<file path="src/rtl/status_uart_tx_if.sv">
// Bundle between the game controllers and the status-line UART transmitter.
// The master drives the game state and send_req; the slave returns tx/busy/msg_done.
interface status_uart_tx_if;
    logic [9:0] score;
    logic [3:0] stage;
    logic [2:0] life;
    logic       gameover;
    logic       send_req;
    logic       tx;
    logic       busy;
    logic       msg_done;

    modport master (
        output score, stage, life, gameover, send_req,
        input  tx, busy, msg_done
    );

    modport slave (
        input  score, stage, life, gameover, send_req,
        output tx, busy, msg_done
    );
endinterface

</file>
<file path="src/rtl/status_uart_tx.sv">
// Game-status UART transmitter: snapshots score/stage/life/gameover on change or request
// and sends the 13-byte line "S<h> L<d> P<ddd><X|->\r\n" as 8N1, LSB first.
module status_uart_tx #(
    parameter int CLKS_PER_BIT = 868
) (
    input  logic            clk,
    input  logic            reset,
    status_uart_tx_if.slave bus
);
    localparam int               CNT_W       = (CLKS_PER_BIT > 2) ? $clog2(CLKS_PER_BIT) : 1;
    localparam logic [CNT_W-1:0] CNT_LAST    = CNT_W'(CLKS_PER_BIT - 1);
    localparam logic [CNT_W-1:0] CNT_PRELAST = CNT_W'(CLKS_PER_BIT - 2);
    localparam logic [3:0]       LAST_BYTE   = 4'd12;

    typedef enum logic [2:0] {
        IDLE  = 3'd0,
        CONV  = 3'd1,
        LOAD  = 3'd2,
        SHIFT = 3'd3,
        DONE  = 3'd4
    } state_t;

    // Byte k of the status line, built from the frozen snapshot and decimal digits.
    function automatic logic [7:0] msg_byte(
        input logic [3:0] k,
        input logic [3:0] stg,
        input logic [2:0] lif,
        input logic       go,
        input logic [3:0] hund,
        input logic [3:0] tens,
        input logic [3:0] ones
    );
        logic [7:0] b;
        case (k)
            4'd0:    b = 8'h53;
            4'd1:    b = (stg < 4'd10) ? (8'h30 + {4'h0, stg}) : (8'h37 + {4'h0, stg});
            4'd2:    b = 8'h20;
            4'd3:    b = 8'h4C;
            4'd4:    b = 8'h30 + {5'h00, lif};
            4'd5:    b = 8'h20;
            4'd6:    b = 8'h50;
            4'd7:    b = 8'h30 + {4'h0, hund};
            4'd8:    b = 8'h30 + {4'h0, tens};
            4'd9:    b = 8'h30 + {4'h0, ones};
            4'd10:   b = go ? 8'h58 : 8'h2D;
            4'd11:   b = 8'h0D;
            4'd12:   b = 8'h0A;
            default: b = 8'h0A;
        endcase
        return b;
    endfunction

    state_t           state_r;
    state_t           state_next_s;
    logic [17:0]      live_s;
    logic [17:0]      last_r;
    logic             change_s;
    logic             trigger_s;
    logic             conv_hund_s;
    logic             conv_tens_s;
    logic             byte_end_s;
    logic             pending_r;
    logic             tx_r;
    logic             busy_r;
    logic             msg_done_r;
    logic [3:0]       stage_r;
    logic [2:0]       life_r;
    logic             go_r;
    logic [9:0]       rem_r;
    logic [3:0]       hund_r;
    logic [3:0]       tens_r;
    logic [3:0]       byte_idx_r;
    logic [3:0]       bit_idx_r;
    logic [CNT_W-1:0] cnt_r;
    logic [7:0]       byte_r;

    assign live_s      = {bus.score, bus.stage, bus.life, bus.gameover};
    assign change_s    = (live_s != last_r);
    assign trigger_s   = change_s | bus.send_req | pending_r;
    assign conv_hund_s = (rem_r >= 10'd100);
    assign conv_tens_s = (rem_r >= 10'd10);
    // Between bytes the LOAD cycle doubles as the last stop-bit cycle, so the gap is zero.
    assign byte_end_s  = (bit_idx_r == 4'd9) &&
                         ((byte_idx_r == LAST_BYTE) ? (cnt_r == CNT_LAST) : (cnt_r == CNT_PRELAST));

    assign bus.tx       = tx_r;
    assign bus.busy     = busy_r;
    assign bus.msg_done = msg_done_r;

    // FSM state register.
    always_ff @(posedge clk) begin
        if (reset) begin
            state_r <= IDLE;
        end else begin
            state_r <= state_next_s;
        end
    end

    // FSM next-state decode.
    always_comb begin
        state_next_s = state_r;
        case (state_r)
            IDLE: begin
                if (trigger_s) state_next_s = CONV;
                else           state_next_s = IDLE;
            end
            CONV: begin
                if (!conv_hund_s && !conv_tens_s) state_next_s = LOAD;
                else                              state_next_s = CONV;
            end
            LOAD: state_next_s = SHIFT;
            SHIFT: begin
                if (!byte_end_s)                    state_next_s = SHIFT;
                else if (byte_idx_r == LAST_BYTE)   state_next_s = DONE;
                else                                state_next_s = LOAD;
            end
            DONE:    state_next_s = IDLE;
            default: state_next_s = IDLE;
        endcase
    end

    // One-deep trigger memory: any request or change seen outside IDLE.
    always_ff @(posedge clk) begin
        if (reset) begin
            pending_r <= 1'b0;
        end else begin
            pending_r <= (state_r != IDLE) & (pending_r | change_s | bus.send_req);
        end
    end

    // Snapshot, decimal conversion by repeated subtraction, and bit serialiser.
    always_ff @(posedge clk) begin
        if (reset) begin
            last_r     <= 18'd0;
            stage_r    <= 4'd0;
            life_r     <= 3'd0;
            go_r       <= 1'b0;
            rem_r      <= 10'd0;
            hund_r     <= 4'd0;
            tens_r     <= 4'd0;
            byte_idx_r <= 4'd0;
            bit_idx_r  <= 4'd0;
            cnt_r      <= {CNT_W{1'b0}};
            byte_r     <= 8'd0;
            tx_r       <= 1'b1;
            busy_r     <= 1'b0;
            msg_done_r <= 1'b0;
        end else begin
            msg_done_r <= 1'b0;
            case (state_r)
                IDLE: begin
                    if (trigger_s) begin
                        last_r     <= live_s;
                        stage_r    <= bus.stage;
                        life_r     <= bus.life;
                        go_r       <= bus.gameover;
                        rem_r      <= (bus.score > 10'd999) ? 10'd999 : bus.score;
                        hund_r     <= 4'd0;
                        tens_r     <= 4'd0;
                        byte_idx_r <= 4'd0;
                        busy_r     <= 1'b1;
                    end
                end
                CONV: begin
                    if (conv_hund_s) begin
                        rem_r  <= rem_r - 10'd100;
                        hund_r <= hund_r + 4'd1;
                    end else if (conv_tens_s) begin
                        rem_r  <= rem_r - 10'd10;
                        tens_r <= tens_r + 4'd1;
                    end
                end
                LOAD: begin
                    byte_r    <= msg_byte(byte_idx_r, stage_r, life_r, go_r, hund_r, tens_r, rem_r[3:0]);
                    tx_r      <= 1'b0;
                    bit_idx_r <= 4'd0;
                    cnt_r     <= {CNT_W{1'b0}};
                end
                SHIFT: begin
                    if (byte_end_s) begin
                        byte_idx_r <= byte_idx_r + 4'd1;
                        if (byte_idx_r == LAST_BYTE) begin
                            msg_done_r <= 1'b1;
                            busy_r     <= 1'b0;
                        end
                    end else if (cnt_r == CNT_LAST) begin
                        cnt_r     <= {CNT_W{1'b0}};
                        bit_idx_r <= bit_idx_r + 4'd1;
                        tx_r      <= (bit_idx_r == 4'd8) ? 1'b1 : byte_r[bit_idx_r[2:0]];
                    end else begin
                        cnt_r <= cnt_r + CNT_W'(1);
                    end
                end
                // A queued trigger is certain to fire next cycle, so busy stays low for DONE only.
                DONE: busy_r <= pending_r | change_s | bus.send_req;
                default: busy_r <= 1'b0;
            endcase
        end
    end
endmodule

</file>
<file path="src/flat_wrapper.sv">
// flat-port wrapper written by rule: the top's interface ports become plain ports
module status_uart_tx_flat 
#(
    parameter int CLKS_PER_BIT = 868
)
  (clk, reset, bus_score, bus_stage, bus_life, bus_gameover, bus_send_req, bus_tx, bus_busy, bus_msg_done);
  status_uart_tx_if bus_i ();
  input  logic clk;
  input  logic reset;
  input wire logic [$bits(bus_i.score)-1:0] bus_score;
  input wire logic [$bits(bus_i.stage)-1:0] bus_stage;
  input wire logic [$bits(bus_i.life)-1:0] bus_life;
  input wire logic [$bits(bus_i.gameover)-1:0] bus_gameover;
  input wire logic [$bits(bus_i.send_req)-1:0] bus_send_req;
  output wire logic [$bits(bus_i.tx)-1:0] bus_tx;
  output wire logic [$bits(bus_i.busy)-1:0] bus_busy;
  output wire logic [$bits(bus_i.msg_done)-1:0] bus_msg_done;
  assign bus_i.score = bus_score;
  assign bus_i.stage = bus_stage;
  assign bus_i.life = bus_life;
  assign bus_i.gameover = bus_gameover;
  assign bus_i.send_req = bus_send_req;
  assign bus_tx = bus_i.tx;
  assign bus_busy = bus_i.busy;
  assign bus_msg_done = bus_i.msg_done;
  status_uart_tx #(.CLKS_PER_BIT(CLKS_PER_BIT)) u_core (.clk(clk), .reset(reset), .bus(bus_i));
endmodule
</file>
<file path="config.mk">
export PLATFORM = sky130hd
export DESIGN_NAME = status_uart_tx_flat
export DESIGN_NICKNAME = d
export VERILOG_FILES = /design/src/rtl/status_uart_tx_if.sv /design/src/rtl/status_uart_tx.sv /design/src/flat_wrapper.sv
export SDC_FILE = /design/constraint.sdc
export NUM_CORES = 1
export LEC_CHECK = 0
export CORE_MARGIN = 1
export CORE_UTILIZATION = 54
export DETAILED_ROUTE_END_ITERATION = 10
export GPL_ROUTABILITY_DRIVEN = 0
export PLACE_DENSITY = 0.76
export SYNTH_ARGS = -nofsm -noshare
export SYNTH_HDL_FRONTEND = slang
export SYNTH_SLANG_ARGS = --single-unit
export TNS_END_PERCENT = 30
</file>
<file path="constraint.sdc">
create_clock -name clk -period 2 [get_ports clk]
set_input_delay 0.2 -clock clk [delete_from_list [all_inputs] [get_ports clk]]
set_output_delay 0.2 -clock clk [all_outputs]
set_load 0.05 [all_outputs]
</file>
* After elaboration in Yosys (flattened, before gate mapping)
Cells that the tools add are included.
Widths: inputs -> output; s select.
** Cells by class
- Add/subtract/negate cells :: 13
- Order comparisons :: 5
- Eq/ne operators :: 30
- Multiplexer cells :: 39
- Bitwise logic cells :: 8
- Reductions and logical operators :: 21
** Operator list (number)
- $pmux 8 s11 :: 1
- $mux 10 :: 6
- $pmux 10 s2 :: 2
- $add 6x4->7 const A :: 5
- $pmux 4 s2 :: 4
- $eq 4x4->1 const B :: 7
- $mux 4 :: 7
- $eq 10x10->1 const B :: 2
- $ne 18x18->1 :: 1
- $add 4x1->4 const B :: 4
- $eq 4x3->1 const B :: 4
- $ne 2x1->1 const B :: 6
- $pmux 3 s4 :: 1
- $reduce_and 3->1 :: 4
- $add 10x1->10 const B :: 1
- $ge 10x4->1 const B :: 1
- $ge 10x7->1 const B :: 1
- $gt 10x10->1 const B :: 1
- $mux 1 :: 10
- $sub 10x4->10 const B :: 1
- $sub 10x7->10 const B :: 1
- $eq 4x2->1 const B :: 2
- $mux 8 :: 1
- $reduce_and 4->1 :: 2
- other kinds (27) :: 41
** Storage, ports and cells
- Bits in registers :: 77
- Bits of input ports :: 21
- Output and inout bits :: 3
- Logic and storage cells :: 132

* Logic depth before layout (Yosys ltp)
- Depth after elaboration :: 6
- Mapped depth :: 9
- Gate-level depth less buffers :: 8

* Least setup slack after synthesis
No wires, ideal clock.
- Path kind :: register -> register
- From :: register u_core.rem_r[2]
- To :: register u_core.rem_r[3]
- Arrival time :: 2.065 ns
- Setup slack :: -0.150 ns
- Cell stages (with the launch flop) :: 10
- Buffers on the path :: 1
- Clock period less this slack :: 2.150 ns
- Cell sequence :: dfxtp_1 > inv_1 > ha_1 > a21oi_1 > a41oi_4 > nand3b_1 > o22ai_1 > buf_2 > a221oi_1 > a211oi_1
** Between the ends
- Word-level cells in the longest chain between the ends :: 4
- Elaborated cells between the ends (all ways) :: 9
- Those cells by class :: add/sub (2); order compare (2); eq/ne (1); mux (3); reduce/logical (1)
** RTL lines
- start: declaration :: line status_uart_tx.sv:69 : logic [9:0] rem_r;
- start signal: assignment :: line status_uart_tx.sv:157 : rem_r <= (bus.score > 10'd999) ? 10'd999 : bus.score;
- start signal: assignment :: line status_uart_tx.sv:166 : rem_r <= rem_r - 10'd100;
- start signal: assignment :: line status_uart_tx.sv:169 : rem_r <= rem_r - 10'd10;
- $sub 10x4->10 :: line status_uart_tx.sv:169
- $mux 10 :: line status_uart_tx.sv:168 : end else if (conv_tens_s) begin
- $mux 10 :: line status_uart_tx.sv:165 : if (conv_hund_s) begin
- $pmux 10 s2 :: line status_uart_tx.sv:150 : case (state_r)
Several ways; a longest one is shown, not always the timed one. The select of a mux whose other input is x is not followed.
A chain may end at the register's enable or synchronous reset.

* Worst setup path after layout
- From :: register u_core.rem_r[2]
- To :: register u_core.rem_r[9]
The elaborated chain is that of the path after synthesis.

==> run summary <==
Reg clk slew, reported paths -> 70 ps
Mapped Cells -> 487
Drt total wl -> 10.77 mm
Ports -> 24
Tmin final -> 1999 ps
Outcome -> finished, final reports clean
CP Data Arrival Time -> 2270 ps
RSZ-0062 raised after global routing -> yes
Routed Antenna Nets -> 0
R2R Setup Slk -> 0.8 ps
Layout cell share with drive strength beyond 1 -> 24.61%
GRT Residual Overflow -> 0
Via count -> 3955
Endpoints failing hold -> 0
Mapped Nets -> 526
Clock Skew -> 11.44 ps
Synth unique cells -> 69
GRT Total Usage -> 27.07%
Net Switching -> 2.410 mW
Post-route cell area -> 5259 µm²
Max cap viols -> 0
Dpl hpwl -> 7.565 mm
Largest net degree at the start of global routing -> 42
Final Core Density -> 72.50%
Die Wd -> 88.66 µm
Drt wl/cell -> 15.93 µm
Htree depth -> 3
Via density -> 5.851
P per Cell Area -> 1169 nW/µm²
CTS max path bufs -> 2
CTS Root Cell -> clkbuf_8
Clk sink count -> 68
Yosys top cell area share -> 33.57%
Worst setup SP type -> flop
Combinational Power Share -> 52.1%
Pleak -> 2.074 nW
Area grow syn2layout -> 29.68%
Critical path's top delay family -> simple AND/OR/NAND/NOR gates
Final setup margin -> 0.7803 ps
Placed cells -> 649
Worst setup endpoint -> u_core.rem_r[9]$_SDFFE_PP0P_
Drt first pass iters -> 5
CORE AREA -> 7253 µm²
Placed Area -> 4815 µm²
Setup WS pre-CTS -> -225.0 ps
Buf/Inv on CP -> 2
Top_reg_cell synth -> dfxtp_1
Slew margin rel. -> 67.06%
Final-report setup violation count -> 0
EDFF count, synth -> 0
Synth Warn # -> 0
Initial Util -> 55.91%
ANT cells -> 0
Worst Path Required -> 2270 ps
Ranking of synthesized cells by area -> dfxtp_1, mux2i_1, ha_1, nor2_1, xor2_1
Critical path cell sequence -> inv_2 > ha_4 > nand3b_1 > a41oi_4 > nand3b_1 > o22ai_2 > buf_6 > or3_1 > a21oi_1
Sequential share of power -> 30.2%
Commonest non-fill, non-tap cell in the layout -> buf_4
Die ar. -> 7860 µm²
Residual DRC -> 0
Num CTS Buffers -> 9
Async SR Flop Fraction -> 0%
Area leader, netlist -> dfxtp_1
Die height -> 88.66 µm
Global-route wire length before repair -> 16.52 mm
Port buffer count -> 23
RR Endpoint -> u_core.rem_r[9]$_SDFFE_PP0P_
Mean Syn Cell Area -> 8.327 µm²
Critical path depth -> 9
Layout Cells excl Fill -> 676
Clock power share -> 17.7%
Max-slew violation count -> 0
Crit-path max FO -> 6
Initial antenna violation count -> 0
Initial drt markers -> 190
Crit Path Class -> flop to flop
CP peak stage delay -> 370 ps
Rows -> 31
Worst r2r src -> u_core.rem_r[2]$_SDFFE_PP0P_
Vias in the first global route -> 3521
Mapped Area -> 4055 µm²
Clock Latency Late Sink -> 350 ps
Switch share -> 39.21%
Internal power -> 3.737 mW
Most used cell, CP -> nand3b_1
Tightest Hold Check Type -> input pin to flop
Flops & latches, synth -> 68
Crit-path slowest cell -> or3_1
Measured slew at the worst slew-check pin -> 492.5 ps
Layout net count -> 611
Worst reg-to-reg path cell count -> 9
Crit share post-route -> 99.96%
CP Capture Type -> flop
CTS tree -> done
Filler cell count -> 562
Max rail drop VDD -> 0.6349 mV
Worst setup path startpoint -> u_core.rem_r[2]$_SDFFE_PP0P_
Fmax -> 0.5002 GHz
Post-synthesis sequential area ratio -> 33.57%
Hold buffer count at CTS -> 0
Most frequent cells in the layout -> buf_4, dfxtp_1, nor2_1
Setup TNS -> 0 ps
stage by stage:
step	total power [mW]	hold slack [ps]
2_1_floorplan	3.633	343.9
3_3_place_gp	4.574	440.8
3_5_place_dp	4.659	447.4
4_1_cts	5.861	180.9
5_1_grt	6.495	201.9
6_report	6.147	192.5
worst min-delay path by stage:
stage / startpoint / to / slack (ps) / cells after the start
2_1_floorplan: bus_score[2] / u_core.last_r[10]$_SDFFE_PP0P_ / 340 / 2
3_3_place_gp: u_core.byte_r[4]$_SDFFE_PP0N_ / u_core.byte_r[4]$_SDFFE_PP0N_ / 440 / 2
3_5_place_dp: u_core.byte_r[0]$_SDFFE_PP0N_ / u_core.byte_r[0]$_SDFFE_PP0N_ / 450 / 2
4_1_cts: reset / u_core.bit_idx_r[0]$_SDFFE_PP0P_ / 180 / 2
5_1_grt: reset / u_core.byte_idx_r[1]$_SDFFE_PP0P_ / 200 / 2
6_report: reset / u_core.bit_idx_r[0]$_SDFFE_PP0P_ / 190 / 2
state kept, by name (all words and copies together), names as in the netlist:
name,flops
u_core.life_r,2
u_core.tens_r,4
u_core.cnt_r,10
u_core.bit_idx_r,4
u_core.last_r,13
u_core.rem_r,10
u_core.state_r,3
u_core.hund_r,4
u_core.bus.tx,1
u_core.stage_r,3
u_core.byte_r,7
u_core.bus.msg_done,1
u_core.pending_r,1
u_core.bus.busy,1
u_core.byte_idx_r,4
cell type report:
cell class | instances | area (µm²) | area share (%)
clock buffers | 11 | 131.4 | 2.498
flip-flops and latches | 68 | 1366 | 25.98
clock inverters | 5 | 52.55 | 0.9993
inverters | 13 | 48.80 | 0.9279
repair buffers | 103 | 857.1 | 16.30
multi-input cells | 377 | 2679 | 50.94
well taps | 99 | 123.9 | 2.355
power by group through the flow:
| stage | clock network [mW] | registers [mW] | logic (mW) |
|---|---|---|---|
| after global placement | 0 | 1.85 | 2.73 |
| after global routing | 1.15 | 1.88 | 3.46 |
| final | 1.09 | 1.86 | 3.20 |
| after floorplan | 0 | 1.87 | 1.77 |
| after detailed placement | 0 | 1.86 | 2.80 |
| after CTS | 1.10 | 1.84 | 2.92 |
cells by family (layout without fill, tap and decap cells):
kind of cell	after synthesis	after routing	share of synthesized area, %
compound gates	114	114	19.38
xor+xnor	30	30	6.480
fa+ha+maj	18	18	5.554
buf+inv	42	132	4.505
flops	68	68	33.57
mux	28	28	7.282
simple gates	187	187	23.23
Yosys cell counts (2+ instances only):
| master | number |
|---|---|
| dfxtp_1 | 68 |
| nor2_1 | 54 |
| nand2_1 | 36 |
| a21oi_1 | 31 |
| mux2i_1 | 25 |
| nand3_1 | 25 |
| xor2_1 | 21 |
| o21ai_0 | 20 |
| ha_1 | 18 |
| clkbuf_1 | 16 |
| nor3_1 | 14 |
| inv_1 | 12 |
| nor2b_1 | 11 |
| a31oi_1 | 9 |
| xnor2_1 | 9 |
| buf_2 | 8 |
| nand4_1 | 8 |
| a211oi_1 | 7 |
| or3_1 | 6 |
| a311oi_1 | 4 |
| a32oi_1 | 4 |
| and3_1 | 4 |
| nand2b_1 | 4 |
| nand3b_1 | 4 |
| nor4_1 | 4 |
| o21ai_1 | 4 |
| nor3b_1 | 3 |
| o21a_1 | 3 |
| o22ai_1 | 3 |
| a211o_1 | 2 |
| a21o_1 | 2 |
| a221oi_1 | 2 |
| a22o_1 | 2 |
| and2_1 | 2 |
| and4_1 | 2 |
| buf_1 | 2 |
| buf_4 | 2 |
| nor3_2 | 2 |
| o31a_1 | 2 |
| o32ai_1 | 2 |
| or2_1 | 2 |
per-layer routing:
metal	share of wire [%]	global-route usage, %
met4	2.6	9.531
met5	0	0
met2	48	44.20
met3	5.1	5.317
met1	44	35.57
repair_timing:
action	CTS	global route
resized for setup	12	31
setup buffers	3	8
endpoints found under the setup margin	20	40
pin swaps	7	14
(Power assumes the default switching activity.)
